`src/rtl/priority_encoder_4to2.sv`:
```
// Registered MSB-first priority encoder; idle input holds the last index.
// Optional PRIENC_ONEHOT_EN adds a registered one-hot grant output.
module priority_encoder_4to2 #(
  parameter int WIDTH = 4
) (
  input  logic                     clk,
  input  logic                     rst_n,
  input  logic [WIDTH-1:0]         in,
  output logic [$clog2(WIDTH)-1:0] out,
`ifdef PRIENC_ONEHOT_EN
  output logic [WIDTH-1:0]         grant,
`endif
  output logic                     valid
);

  localparam int OUT_W = $clog2(WIDTH);

  logic [OUT_W-1:0] w_idx;
  logic             w_any;
  logic [OUT_W-1:0] r_out;
  logic             r_valid;

  // scan from MSB down; the first set bit wins
  always_comb begin
    w_idx = '0;
    w_any = 1'b0;
    for (int i = WIDTH - 1; i >= 0; i--) begin
      if (!w_any && in[i]) begin
        w_idx = OUT_W'(i);
        w_any = 1'b1;
      end
    end
  end

  // index register holds across idle cycles
  always_ff @(posedge clk or negedge rst_n) begin
    if (!rst_n) begin
      r_out   <= '0;
      r_valid <= 1'b0;
    end else begin
      r_valid <= w_any;
      if (w_any) begin
        r_out <= w_idx;
      end
    end
  end

  assign out   = r_out;
  assign valid = r_valid;

`ifdef PRIENC_ONEHOT_EN
  logic [WIDTH-1:0] w_grant;
  logic [WIDTH-1:0] r_grant;

  // one-hot of the winner, all-zero when idle
  always_comb begin
    w_grant = '0;
    if (w_any) begin
      w_grant[w_idx] = 1'b1;
    end
  end

  // grant register clears on idle and reset
  always_ff @(posedge clk or negedge rst_n) begin
    if (!rst_n) begin
      r_grant <= '0;
    end else begin
      r_grant <= w_grant;
    end
  end

  assign grant = r_grant;
`endif

endmodule

```
`config.mk`:
```
export PLATFORM = sky130hd
export DESIGN_NAME = priority_encoder_4to2
export DESIGN_NICKNAME = d
export VERILOG_FILES = /design/src/rtl/priority_encoder_4to2.sv
export SDC_FILE = /design/constraint.sdc
export NUM_CORES = 1
export LEC_CHECK = 0
export CAP_MARGIN = 30
export CORE_AREA = 2 2 39 41
export CTS_BUF_LIST = sky130_fd_sc_hd__clkbuf_16
export DETAILED_ROUTE_END_ITERATION = 8
export DIE_AREA = 0 0 41 43
export HOLD_SLACK_MARGIN = 0.06
export PLACE_DENSITY = 0.4
export SLEW_MARGIN = 5
export SYNTH_ARGS = -nofsm -noshare
export SYNTH_HDL_FRONTEND = slang
export SYNTH_SLANG_ARGS = --single-unit
```
`constraint.sdc`:
```
create_clock -name clk -period 0.8 [get_ports clk]
set_input_delay 0.08 -clock clk [delete_from_list [all_inputs] [get_ports clk]]
set_output_delay 0.08 -clock clk [all_outputs]
set_load 0.03 [all_outputs]
```
# Word-level counts from Yosys, hierarchy flattened
# Cells that the tools add are included.
# W data, S select, Z words.
[word_totals]
inputBits = 6
output_inout_bits = 3
register_bits = 3
n_memories = 0
ramBits = 0
latchBits = 0
romBits = 0
[op_classes]
shift = 0
div_mod_pow = 0
n_addsub = 0
bitwise_logic = 0
eq_ne = 0
n_mul = 0
magnitude_cmp = 0
reduce_logical = 6
muxes = 8
[ops]
columns = ["operator", "n"]
rows = [
  ["$mux W2", 4],
  ["$mux W1", 4],
  ["$logic_and A1 B1 Y1", 3],
  ["$logic_not A1 Y1", 3],
]

# Longest topological paths before layout
# Gate-level depths: netlist of the first run.
[depth]
ltp_word = 10
ltp_mapped = 2
depth_no_buf = 2

# Worst setup path before layout of the first run
# No wires, ideal clock.
[synth_timing]
path_type = "register -> register"
startpoint = "register out[0] (netlist name)"
endpoint = "register r_out[0], in the netlist out[0]"
stages_incl_launch_ff = 2
t_arrival_ns = 0.781
t_required_ns = 0.674
path_slack_ns = -0.107
period_less_slack_ns = 0.907
setup_ns = 0.126
cell_sequence = "dfrtp_1 -> a221o_1"
[synth_lines]
columns = ["item", "line", "text"]
rows = [
  ["end signal, assigned", "43", "r_out <= w_idx;"],
  ["end, declared", "20", "logic [OUT_W-1:0] r_out;"],
]

# Final worst setup path of the first run
[layout_timing]
startpoint = "register r_out[1], in the netlist out[1]"
endpoint = "output out[1]"
[layout_lines]
columns = ["item", "line", "text"]
rows = [
  ["end, declared", "9", "output logic [$clog2(WIDTH)-1:0] out,"],
]
# No word-level cell between the ends.

==> out/qor.yml, run 1 <==
outcome: "finished with violations"
violations: "setup timing"
finalSetupViolations: 4
finalCritPeriodShare_pct: 105
via_count: 129
timing.slew.headroom_pct: 90.1
hp-class: "in -> reg"
place_area_um2: 215
yosysWarnings: 0
p_per_area_nw_per_um2: 3290
clk_pin_slew_ns: 0.03
antennaDiodeCount: 0
grt_overflow_total: 0
setup_tns_ns: -0.104
drc: 0
drive_gt1_share_pct: 37.5
wl_per_cell_um: 9.28
gp_congestion: 0.467
fillCellCount: 143
wirelength_um: 371
via_per_inst: 3.23
critPathMaxStageDelay_ns: 0.40
final_area_um2: 312
critPathKind: "reg -> out"
cts_buffers: 3
max-vdd-ir-drop_uv: 769
finalHoldViolCount: 0
die_width_um: 41
worstMarginPinSlew_ns: 0.148
dieArea_um2: 1760
drt_iter0_markers: 2
cap_violations: 0
clock-sinks: 3
clk_latency_ns: 0.22
whs_ns: 0.249
yosys_register_bits: 3
syn_to_final_growth_pct: 177
path_cells: "buf_6"
grt_pass1_vias: 126
cp_slowest_cell: "dfrtp_2"
drtAntennaViolNets: 0
cp.arrival_ns: 0.76
cts_tree: "done"
ioPinCount: 9
synth_area_per_cell_um2: 11.3
netlist_instances: 10
cp.required_ns: 0.72
finClkSkew_ns: 0
yosysSeqAreaShare_pct: 66.7
port-buffer-count: 8
initial_core_util_pct: 8.14
fmax_mhz: 1190
grt_pass1_wl_um: 517
crit_path_start_kind: "register"
rsz0062_at_grt: "true"
synth_fp_nets: 16
grt_max_degree: 4
cts_buffer_depth: 2
dp_cells: 35
slew_viol_final: 0
finalCriticalPeriod_ns: 0.842
clockRootBuffer: "clkbuf_16"
final_cell_count_no_fill: 40
antenna_found_initial: 0
core-area_um2: 1380
synthDistinctLibCells: 6
synth_area_um2: 113
p_leak_nw: 0.139
nets: 31
critical_path.endpoint_type: "output port"
finalPower_mw: 1.03
grtUsageTotal_pct: 5.24
drt_pass1_iterations: 5
path_max_fanout: 2
cp_top_family: "flip-flops"
path_buf_inv: 1
rows: 14
fp.dieH_um: 43
timing.final.ws_setup_ns: -0.0422
htreeDepth: 1
[synth_stat cells, drive strengths merged]
cell	number	area share (%)
dfrtp	3	67
nor2	3	10
a211o	1	7.8
a221o	1	8.9
inv	1	3.3
nand2	1	3.3
[what timing repair did]
action | in CTS | in global routing
setup buffers | 0 | 0
hold buffers | 1 | 0
setup endpoints to repair | 5 | 4
gates resized for setup | 6 | 0
pin swaps | 0 | 0
endpoints found under the hold margin | 3 | 0
[per-layer routing]
metal / share of wire, % / up-vias / global-route usage [%]
met5: 0 / - / 0
met4: 0 / 0 / 6.00
met3: 20 / 0 / 4.71
met2: 37 / 12 / 4.69
met1: 43 / 56 / 6.17
li1: - / 61 / -
[cells by family (layout without fill, tap and decap cells)]
family                 Yosys count  count (layout)  share of synthesized area [%]
and+or+nand+nor                  4               4                           13.3
AOI/OAI and AO/OA                2               2                           16.7
buffers and inverters            1              15                           3.33
DFF                              3               3                           66.7
[worst paths after layout]
kind / endpoint / slack [ns] / from / cells after the start
setup / recovery: out[1] / -0.04 / out[1] / 1
hold / removal: valid / 0.25 / in[0] / 3
setup reg to reg: out[0] / -0.02 / out[0] / 1
hold reg to reg: out[1] / 0.52 / out[1] / 1
max in group asynchronous: out[1] / 0.05 / rst_n / 2
min in group asynchronous: valid / 0.59 / rst_n / 2
[registers in the layout, indices dropped and copies added, names as in the netlist]
name,flops
out,2
valid,1
[through the flow]
step | util, % | worst slack, ns
floorplan | - | -0.0753
global placement | 15.6 | -0.300
detailed placement | 15.6 | -0.287
CTS | 22.5 | -0.0440
global route | 22.5 | -0.0554
finish | 22.5 | -0.0422
[cell usage in the layout, fill, tap and decap left out]
| master | count |
|---|---|
| nand2_1 | 1 |
| buf_4 | 1 |
| dfrtp_1 | 1 |
| a221o_1 | 1 |
| dfrtp_2 | 2 |
| buf_6 | 3 |
| dlygate4sd3_1 | 1 |
| inv_1 | 2 |
| dlygate4sd2_1 | 3 |
| clkbuf_16 | 3 |
| clkdlybuf4s50_1 | 2 |
| nor2_1 | 3 |
| a211o_1 | 1 |
[report_power, final]
part	total, mW	internal [mW]	switching, mW	leakage (nW)
registers	0.167	0.162	0.00548	0.0284
clock network	0.778	0.644	0.134	0.0423
logic	0.0802	0.0438	0.0364	0.0684
total	1.03	0.850	0.176	0.139
[final cells by class]
class	count	area [um^2]	area share (%)
clock inverters	1	3.75	1.20
flip-flops and latches	3	77.6	24.9
repair buffers	10	97.6	31.3
multi-input cells	6	33.8	10.8
clock buffers	3	75.1	24.1
inverters	1	3.75	1.20
well taps	16	20.0	6.43
Power figures use the tool's default switching activity.
==> run 2: changes to the inputs <==
--- a/config.mk
+++ b/config.mk
@@ -10,8 +10,8 @@
 export CTS_BUF_LIST = sky130_fd_sc_hd__clkbuf_16
 export DETAILED_ROUTE_END_ITERATION = 8
 export DIE_AREA = 0 0 41 43
-export HOLD_SLACK_MARGIN = 0.06
 export PLACE_DENSITY = 0.4
+export SKIP_CTS_REPAIR_TIMING = 1
 export SLEW_MARGIN = 5
 export SYNTH_ARGS = -nofsm -noshare
 export SYNTH_HDL_FRONTEND = slang
==> run 2 against run 1 <==
Net effect: critical endpoint unchanged; final cell count down 2.5%; design area rose by 0.40%; non-clock buffer count fell by 1; maximum frequency about the same; power hardly changed; via count down 1.6%; first-iteration DRC count did not move; worst setup slack hardly changed; utilization is 0.090 points higher; largest power group unchanged; clock skew did not move; the run still ends with setup timing left; register-to-register slack is essentially flat.
==> out/qor.yml, run 2 (synthesis results as in run 1) <==
cts_tree: "done"
drive_gt1_share_pct: 39.1
initial_core_util_pct: 8.14
max-vdd-ir-drop_uv: 766
clock-sinks: 3
crit_path_start_kind: "register"
drt_pass1_iterations: 5
path_buf_inv: 1
via_per_inst: 3.26
final_area_um2: 313
fp.dieH_um: 43
finalCriticalPeriod_ns: 0.842
cp.required_ns: 0.72
core-area_um2: 1380
drt_iter0_markers: 2
final_util_pct: 22.6
antennaDiodeCount: 0
finalHoldViolCount: 0
wl_per_cell_um: 9.13
clk_latency_ns: 0.22
grt_overflow_total: 0
path_max_fanout: 2
port-buffer-count: 8
finalPower_mw: 1.02
path_cells: "buf_6"
die_width_um: 41
hp-class: "in -> async"
cts_buffer_depth: 2
grt_max_degree: 4
htreeDepth: 1
rsz0062_at_grt: "true"
place_ws_ns: -0.287
critPathKind: "reg -> out"
final_cell_count_no_fill: 39
ff2ff_path_depth: 1
fmax_mhz: 1190
cp_slowest_cell: "dfrtp_2"
timing.final.ws_setup_ns: -0.0421
outcome: "finished with violations"
grt_pass1_wl_um: 517
finClkSkew_ns: 0
finalSetupViolations: 4
critPathMaxStageDelay_ns: 0.40
violations: "setup timing"
p_leak_nw: 0.158
r2r-end: "out[0]"
largest_reg_flops: 2
slew_viol_final: 0
p_per_area_nw_per_um2: 3280
via_count: 127
clockRootBuffer: "clkbuf_16"
r2r_slack_ns: -0.02
wirelength_um: 356
grtUsageTotal_pct: 5.24
place_area_um2: 215
timing.slew.headroom_pct: 90.2
worstMarginPinSlew_ns: 0.146
cp_top_family: "flip-flops"
finalCritPeriodShare_pct: 105
setup_tns_ns: -0.104
timing.rr.start: "out[0]"
cap_violations: 0
ioPinCount: 9
cp.arrival_ns: 0.76
final_cell_mix: "3 x nor2_1, 3 x clkbuf_16, 3 x dlymetal6s2s_1, 3 x buf_6"
critical_path.endpoint_type: "output port"
drtAntennaViolNets: 0
antenna_found_initial: 0
rows: 14
whs_ns: 0.0449
drc: 0
syn_to_final_growth_pct: 178
nets: 30
dp_cells: 35
dieArea_um2: 1760
gp_congestion: 0.467
cts_buffers: 3
clk_pin_slew_ns: 0.03
grt_pass1_vias: 128
==> run 2: cell count changes in the layout (fill, tap and decap cells not counted) <==
| cell | previous run | this run |
|---|---|---|
| dlymetal6s2s_1 | 0 | 3 |
| dlygate4sd2_1 | 3 | 0 |
| dlygate4sd3_1 | 1 | 0 |
==> run 2: worst max-delay path by stage <==
stage              to  cells past startpoint    from  slack (ns)
2_1_floorplan  out[0]                      1  out[0]       -0.08
3_3_place_gp   out[0]                      3   in[2]       -0.30
3_5_place_dp   out[0]                      3   in[2]       -0.29
4_1_cts        out[1]                      1  out[1]       -0.06
5_1_grt        out[0]                      1  out[0]       -0.06
6_report       out[1]                      1  out[1]       -0.04
==> run 2: layout make-up <==
cell class / instances / area (um^2)
repair buffers: 9 / 98.8
multi-input cells: 6 / 33.8
inverters: 1 / 3.75
fillers: 144 / 1070
well taps: 16 / 20.0
clock inverters: 1 / 3.75
flip-flops and latches: 3 / 77.6
clock buffers: 3 / 75.1
==> run 2: where the power goes <==
part	switching (mW)	total, mW	leakage (nW)	internal, mW
sequential	0.00548	0.167	0.0284	0.162
combinational	0.0355	0.0792	0.0877	0.0437
clock	0.134	0.778	0.0423	0.644
total	0.175	1.02	0.158	0.850
==> run 2: metal layers <==
layer  vias to the layer above  track usage (%)  routed length [um]
met1                        56             6.17                 148
met3                         0             4.71                  75
met5                         -                0                   0
li1                         59                -                   -
met2                        12             4.69                 132
met4                         0             6.00                   0
==> run 3: changes to the inputs <==
--- a/config.mk
+++ b/config.mk
@@ -6,11 +6,13 @@
 export NUM_CORES = 1
 export LEC_CHECK = 0
 export CAP_MARGIN = 30
+export CELL_PAD_IN_SITES_DETAIL_PLACEMENT = 1
+export CELL_PAD_IN_SITES_GLOBAL_PLACEMENT = 1
 export CORE_AREA = 2 2 39 41
 export CTS_BUF_LIST = sky130_fd_sc_hd__clkbuf_16
 export DETAILED_ROUTE_END_ITERATION = 8
 export DIE_AREA = 0 0 41 43
-export PLACE_DENSITY = 0.4
+export PLACE_DENSITY = 0.48
 export SKIP_CTS_REPAIR_TIMING = 1
 export SLEW_MARGIN = 5
 export SYNTH_ARGS = -nofsm -noshare
==> run 3 against run 2 <==
Net effect: non-clock buffer count down 1; power up 0.31%; highest routed layer is now met4; die area unchanged; routed wire length up 18%; sequential share of layout area up 0.61 points; the run still ends with setup timing left; largest power group unchanged; critical path depth unchanged; maximum frequency down 0.43%; design area down 2.4%.
==> out/qor.yml, run 3 (synthesis results as in run 1) <==
port-buffer-count: 8
grt_pass1_vias: 159
rows: 14
cp.arrival_ns: 0.77
drc: 0
dieArea_um2: 1760
finalHoldViolCount: 0
final_util_pct: 22.1
finClkSkew_ns: 0
fp.dieH_um: 43
critPathLaunch: "out[0]"
outcome: "finished with violations"
drtAntennaViolNets: 0
wirelength_um: 419
core-area_um2: 1380
grt_max_degree: 5
timing.rr.start: "out[0]"
gp_congestion: 0.500
antennaDiodeCount: 0
grt_pass1_wl_um: 621
rsz0062_at_grt: "true"
finalPower_mw: 1.03
critPathKind: "reg -> out"
dpl.hpwl_um: 291
p_leak_nw: 0.154
wl_per_cell_um: 11.0
via_count: 140
grtUsageTotal_pct: 6.34
p_per_area_nw_per_um2: 3370
hp-class: "in -> async"
cp_slowest_cell: "dfrtp_2"
path_cells: "buf_6"
path_max_fanout: 2
final_cell_mix: "3 x nor2_1, 3 x clkbuf_16, 3 x dlymetal6s2s_1, 3 x buf_6"
cp.required_ns: 0.72
path_buf_inv: 1
worstMarginPinSlew_ns: 0.176
critical_path.endpoint_type: "output port"
clockRootBuffer: "clkbuf_16"
clk_pin_slew_ns: 0.03
max-vdd-ir-drop_uv: 760
timing.final.ws_setup_ns: -0.0458
via_per_inst: 3.68
antenna_found_initial: 0
cp_top_family: "flip-flops"
finalSetupViolations: 4
die_width_um: 41
syn_to_final_growth_pct: 171
crit_path_start_kind: "register"
nets: 29
grt_overflow_total: 0
ioPinCount: 9
critPathMaxStageDelay_ns: 0.40
finalCriticalPeriod_ns: 0.846
cap_violations: 0
largest_reg_flops: 2
whs_ns: 0.0398
clock-sinks: 3
initial_core_util_pct: 8.14
violations: "setup timing"
finalCritPeriodShare_pct: 106
slew_viol_final: 0
drt_pass1_iterations: 4
cts_buffer_depth: 2
cts_tree: "done"
drt_iter0_markers: 2
fmax_mhz: 1180
clk_latency_ns: 0.22
drive_gt1_share_pct: 36.4
cts_buffers: 3
htreeDepth: 1
timing.slew.headroom_pct: 88.2
==> run 3: cell types whose count changed in the layout (fill, tap and decap cells not counted) <==
cell	before	now
buf_4	1	0
==> run 3: area by class of cell <==
cell class	count	area (um^2)
Multi-Input combinational cell	6	33.8
Clock buffer	3	75.1
Tap cell	16	20.0
Clock inverter	1	3.75
Inverter	1	3.75
Sequential cell	3	77.6
Timing Repair Buffer	8	91.3
Fill cell	154	1080
==> run 3: path summary, 6_finish.rpt <==
kind	to	slack, ns	cells after the start
max in group asynchronous	out[1]	0.60	1
worst min register to register	out[1]	0.52	1
worst min-delay path	valid	0.04	1
worst max-delay path	out[0]	-0.05	1
min in group clk	valid	0.11	3
worst max register to register	out[0]	-0.01	1
==> run 3: metal layers <==
layer	track usage [%]	vias up	routed length [um]
met5	0	-	0
li1	-	58	-
met4	8.00	0	8
met1	5.83	63	162
met2	6.56	17	166
met3	6.28	2	82
==> run 3: where the power goes <==
part | internal [mW] | switching [mW]
Sequential | 0.162 | 0.00580
Combinational | 0.0407 | 0.0356
Clock | 0.645 | 0.139
==> run 3: per-stage QoR <==
stage / std cells / cell area (um^2) / setup WS [ns] / TNS [ns]
after floorplan: 10 / 115 / -0.0753 / -0.115
after global placement: 34 / 208 / -0.312 / -0.582
after detailed placement: 34 / 208 / -0.323 / -0.669
after CTS: 38 / 287 / -0.115 / -0.304
after global routing: 38 / 305 / -0.0644 / -0.154
final: 38 / 305 / -0.0458 / -0.0982
==> RTL edit 1 (config.mk and constraints of run 1) <==
Change the parameter `WIDTH` from 4 to 16.
--- a/src/rtl/priority_encoder_4to2.sv
+++ b/src/rtl/priority_encoder_4to2.sv
@@ -1,7 +1,7 @@
 // Registered MSB-first priority encoder; idle input holds the last index.
 // Optional PRIENC_ONEHOT_EN adds a registered one-hot grant output.
 module priority_encoder_4to2 #(
-  parameter int WIDTH = 4
+  parameter int WIDTH = 16
 ) (
   input  logic                     clk,
   input  logic                     rst_n,
Interface: changed (resized in and out); port bits go from 9 to 23. No check against the original RTL was run, so the function may have changed too.
==> RTL edit 1 against run 1 <==
  * The flow still finishes with violations (setup timing)
  * Largest cell class unchanged
  * Total power up 30%
  * Critical endpoint is now out[1]$_DFFE_PN0P_
  * Maximum frequency is 15% lower
  * Design area increased to 2.6 times the old value
  * Synthesized cell count rose to 3.8 times the old value
  * Wire length grew to 3.1 times the old value
  * Sequential cell count rose by 2
  * Cell count grew 140%
  * Highest routed layer is now met4
  * Area after synthesis increased to 3.2 times the old value
  * Worst setup slack worse by 0.15 ns
==> RTL edit 1: results (changes against run 1) <==
Finish
  • Layout Nets: 98 (was 31)
  • FILL cells: 131 (was 143)
  • Layout cells sized above 1: 0.519 (was 0.375)
  • Final antenna diode count: 0 (unchanged)
  • Largest register FFs: 4 (was 2)

Synthesis
  • Post-synthesis compound-gate area fraction: 0.194 (was 0.167)
  • Register area share after synthesis: 0.346 (was 0.667)
  • Synth top area cells: dfrtp_1 (35%), nor4_4 (12%), nor2_1 (8.3%) (was dfrtp_1 (67%), nor2_1 (10%), a221o_1 (8.9%))
  • Post-synth top cells: nor2_1 (8), dfrtp_1 (5), inv_1 (4) (was dfrtp_1 (3), nor2_1 (3))
  • Syn Nets: 56 (was 16)
  • Synth Area in XOR/XNOR: 0 (unchanged)
  • Mux cell area share after synthesis: 0.0554 (was 0)
  • Count of unique library cells instantiated by Yosys: 16 (was 6)

Placed design
  • DP Wirelength: 935 microns
  • IO buf count: 22 (was 8)
  • Post-place setup slack: -0.821 ns (was -0.287 ns)
  • Routability cong.: 0.779 (was 0.467)

STA
  • Setup ws final: -0.196 ns (was -0.0422 ns)
  • Setup TNS: -0.966 ns (was -0.104 ns)
  • Final setup viols: 10 (was 4)
  • Worst Tran Pin Value: 0.333 ns (was 0.148 ns)

Global route
  • Gr usage total: 0.161 (was 0.0524)
  • Largest net degree at the start of global routing: 6 (was 4)
  • Met2 Resource Use GR: 0.278 (was 0.0469)
  • Vias in the first global route: 480 (was 126)
  • First-pass GRT wire length: 1.89 mm (was 517 microns)
  • Global-route met1 utilization: 0.161 (was 0.0617)

Setup path
  • Arrival @ worst endpoint: 1.15 ns (was 0.76 ns)
  • CP Max Fanout: 3 (was 2)

Drt
  • WL final: 1.15 mm (was 371 microns)
  • DR pass1 iterations: 4 (was 5)
  • Via count: 465 (was 129)
  • Initial DRC count: 1 (was 2)

Status
  • Status: finished with violations (unchanged)
  • Failing checks: setup timing (unchanged)

Pwr
  • Worst vdd ir: 0.613 mV (was 0.769 mV)
  • Static leakage: 0.381 nW (was 0.139 nW)

Hold path
  • Hold WC Path Type: in -> async (was in -> reg)
RTL edit 1: cell count changes in the layout (fill, tap and decap cells not counted), moves of 4 or more:
cell and delta:
buf_4 +13, buf_2 +5, nor2_1 +4, dfrtp_1 +4, buf_6 +8, nor4_4 +4
RTL edit 1: final timing paths:
kind | slack, ns | startpoint | endpoint | cells after the start
max in group asynchronous | 0.52 | rst_n | valid$_DFF_PN0_ | 1
setup / recovery | -0.20 | in[15] | out[1]$_DFFE_PN0P_ | 6
hold / removal | 0.08 | rst_n | out[0]$_DFFE_PN0P_ | 1
min in group clk | 0.18 | in[15] | out[2]$_DFFE_PN0P_ | 4
setup reg to reg | 0.01 | out[2]$_DFFE_PN0P_ | out[2]$_DFFE_PN0P_ | 2
hold reg to reg | 0.55 | out[1]$_DFFE_PN0P_ | out[1]$_DFFE_PN0P_ | 2
RTL edit 1: logic make-up after synthesis:
group | Yosys count
AOI/OAI and AO/OA | 10
muxes | 2
DFF | 5
and+or+nand+nor | 17
buffers and inverters | 4
RTL edit 1: repair_timing:
action / CTS / global route
setup endpoints to repair: 10 / 10
setup buffers: 4 / 1
pin swaps: 6 / 5
gates resized for setup: 57 / 4
endpoints found under the hold margin: 0 / 0
RTL edit 1: through the flow:
step,instances,instance area (sq um)
global placement,86,691
floorplan,38,388
detailed placement,86,691
CTS,94,810
global route,95,821
finish,95,821
RTL edit 1: layout make-up:
type,count,area (sq um),area share
inverters,4,15.0,0.0183
clock inverters,1,3.75,0.00457
clock buffers,3,75.1,0.0915
well taps,16,20.0,0.0244
repair buffers,37,325,0.396
multi-input cells,29,256,0.313
flip-flops and latches,5,125,0.152
RTL edit 1: power breakdown:
part	internal (mW)	switching, mW
combinational	0.143	0.111
clock	0.647	0.165
sequential	0.263	0.00553
total	1.05	0.282
RTL edit 1: routing by layer:
layer | share of wire | wire length (microns) | vias to the layer above
met2 | 0.53 | 614 | 27
met1 | 0.36 | 413 | 211
li1 | - | - | 225
met4 | 0.013 | 15 | 0
met5 | 0 | 0 | -
met3 | 0.094 | 108 | 2
RTL edit 1: worst max-delay path, stage by stage:
cell	delay, ns
buf_6	0.10
nor4_4	0.37
nand4b_4	0.16
buf_6	0.15
nor2_2	0.10
mux2i_1	0.18
==> RTL edit 2 (config.mk and constraints of run 1) <==
Without the edit above. Register the output `out` once more, cleared by the reset; this adds one clock of latency there. The other outputs are not delayed to match.
--- a/src/rtl/priority_encoder_4to2.sv
+++ b/src/rtl/priority_encoder_4to2.sv
@@ -45,7 +45,13 @@
     end
   end
 
-  assign out   = r_out;
+  always_ff @(posedge clk or negedge rst_n) begin
+    if (!rst_n) begin
+      out <= '0;
+    end else begin
+      out <= r_out;
+    end
+  end
   assign valid = r_valid;
 
 `ifdef PRIENC_ONEHOT_EN
Check against the original RTL: not equivalent (a bounded check fails within 4 cycles, from zero or initial values and one cycle with rst_n low).
==> RTL edit 2 against run 1 <==
  * The run still ends with setup timing left
  * Sequential cell count up 2
  * Worst setup slack better by 0.039 ns
  * Design area up 12%
  * Area after synthesis up 44%
  * Combinational power down 4.1%
  * Wire length down 11%
  * Sequential share of layout area up 11 points
  * Total power up 12%
  * Highest routed layer unchanged
==> RTL edit 2: results (changes against run 1) <==
Setup path
  • CP Max Fanout: 1 (was 2)
  • Critical-path top delay cell: dfrtp_1 (was dfrtp_2)
  • Worst r2r dst: r_out[0]$_DFFE_PN0P_ (was out[0]$_DFFE_PN0P_)
  • Reg2reg start: r_out[0]$_DFFE_PN0P_ (was out[0]$_DFFE_PN0P_)
  • Arrival @ worst endpoint: 0.72 ns (was 0.76 ns)
  • Slowest stage delay, CP: 0.36 ns (was 0.40 ns)

Global route
  • Vias in the first global route: 138 (was 126)
  • First-pass GRT wire length: 503 microns (was 517 microns)
  • Gr usage total: 0.0515 (was 0.0524)
  • Largest net degree at the start of global routing: 6 (was 4)
  • Initial antenna violation count: 0 (unchanged)

Drt
  • DR pass1 iterations: 3 (was 5)
  • DR WL/cell: 8.02 microns (was 9.28 microns)
  • Vias per inst: 3.29 (was 3.23)

STA
  • Final hold slack: 0.0793 ns (was 0.249 ns)
  • Setup ws final: -0.00319 ns (was -0.0422 ns)
  • Setup TNS: -0.00319 ns (was -0.104 ns)
  • Final setup viols: 1 (was 4)
  • Clock Skew: 0.00104 ns (was 0 ns)
  • Relative slew slack: 0.848 (was 0.901)

Synthesis
  • Syn Nets: 18 (was 16)
  • Count of unique library cells instantiated by Yosys: 6 (unchanged)
  • Synth top area cells: dfrtp_1 (77%), nor2_1 (6.9%), a221o_1 (6.2%) (was dfrtp_1 (67%), nor2_1 (10%), a221o_1 (8.9%))
  • Post-synth top cells: dfrtp_1 (5), nor2_1 (3) (was dfrtp_1 (3), nor2_1 (3))

Finish
  • Layout cells sized above 1: 0.280 (was 0.375)
  • Finished Layout Cells: 41 (was 40)

Placed design
  • Placed Area: 263 sq um (was 215 sq um)
  • Post-place setup slack: -0.298 ns (was -0.287 ns)
  • Placed Cells incl. Taps: 37 (was 35)

Status
  • Status: finished with violations (unchanged)
  • Failing checks: setup timing (unchanged)

Hold path
  • Hold WC Path Type: in -> async (was in -> reg)

Pwr
  • Static leakage: 0.157 nW (was 0.139 nW)
  • Worst vdd ir: 1.24 mV (was 0.769 mV)
RTL edit 2: cell types whose count changed after synthesis, sizes merged:
cell	change
dfrtp	+2
RTL edit 2: final cells by class:
class / count / area [sq um]
fill: 148 / 1030
sequential: 5 / 125
timing repair buffer: 9 / 87.6
clock buffer: 3 / 75.1
multi-input combinational: 6 / 33.8
tap: 16 / 20.0
clock inverter: 1 / 3.75
inverter: 1 / 3.75
RTL edit 2: repair_timing:
item	4_1_cts	5_1_grt
endpoints found under the setup margin	5	4
buffers inserted	0	0
gates resized for setup	6	0
pin swaps	0	0
RTL edit 2: cell families (layout without fill, tap and decap cells):
group | after synthesis | in the layout | synth area share
AND/OR/NAND/NOR | 4 | 4 | 0.0923
AO/OA/AOI/OAI | 2 | 2 | 0.115
buffers and inverters | 1 | 14 | 0.0231
flip-flops | 5 | 5 | 0.769
RTL edit 2: worst max-delay path by stage:
| stage | slack (ns) | startpoint | endpoint | depth (start not counted) |
|---|---|---|---|---|
| 2_1_floorplan | 0.05 | r_out[0]$_DFFE_PN0P_ | r_out[0]$_DFFE_PN0P_ | 1 |
| 3_3_place_gp | -0.26 | in[2] | r_out[0]$_DFFE_PN0P_ | 3 |
| 3_5_place_dp | -0.30 | in[2] | r_out[0]$_DFFE_PN0P_ | 3 |
| 4_1_cts | -0.01 | valid$_DFF_PN0_ | valid | 1 |
| 5_1_grt | -0.02 | valid$_DFF_PN0_ | valid | 1 |
| 6_report | -0.003 | valid$_DFF_PN0_ | valid | 1 |
RTL edit 2: power groups by stage:
stage | clock network [mW] | registers [mW] | logic (mW)
after floorplan | 0 | 0.292 | 0.0111
after global placement | 0 | 0.276 | 0.0754
after detailed placement | 0 | 0.277 | 0.0776
after CTS | 0.813 | 0.276 | 0.0778
after global routing | 0.838 | 0.277 | 0.0827
final | 0.791 | 0.276 | 0.0769
RTL edit 2: routing by layer:
metal | GRT usage | vias up | routed length (microns)
li1 | - | 66 | -
met1 | 0.0523 | 58 | 149
met2 | 0.0531 | 11 | 118
met3 | 0.0785 | 0 | 61
met4 | 0.0200 | 0 | 0
met5 | 0 | - | 0
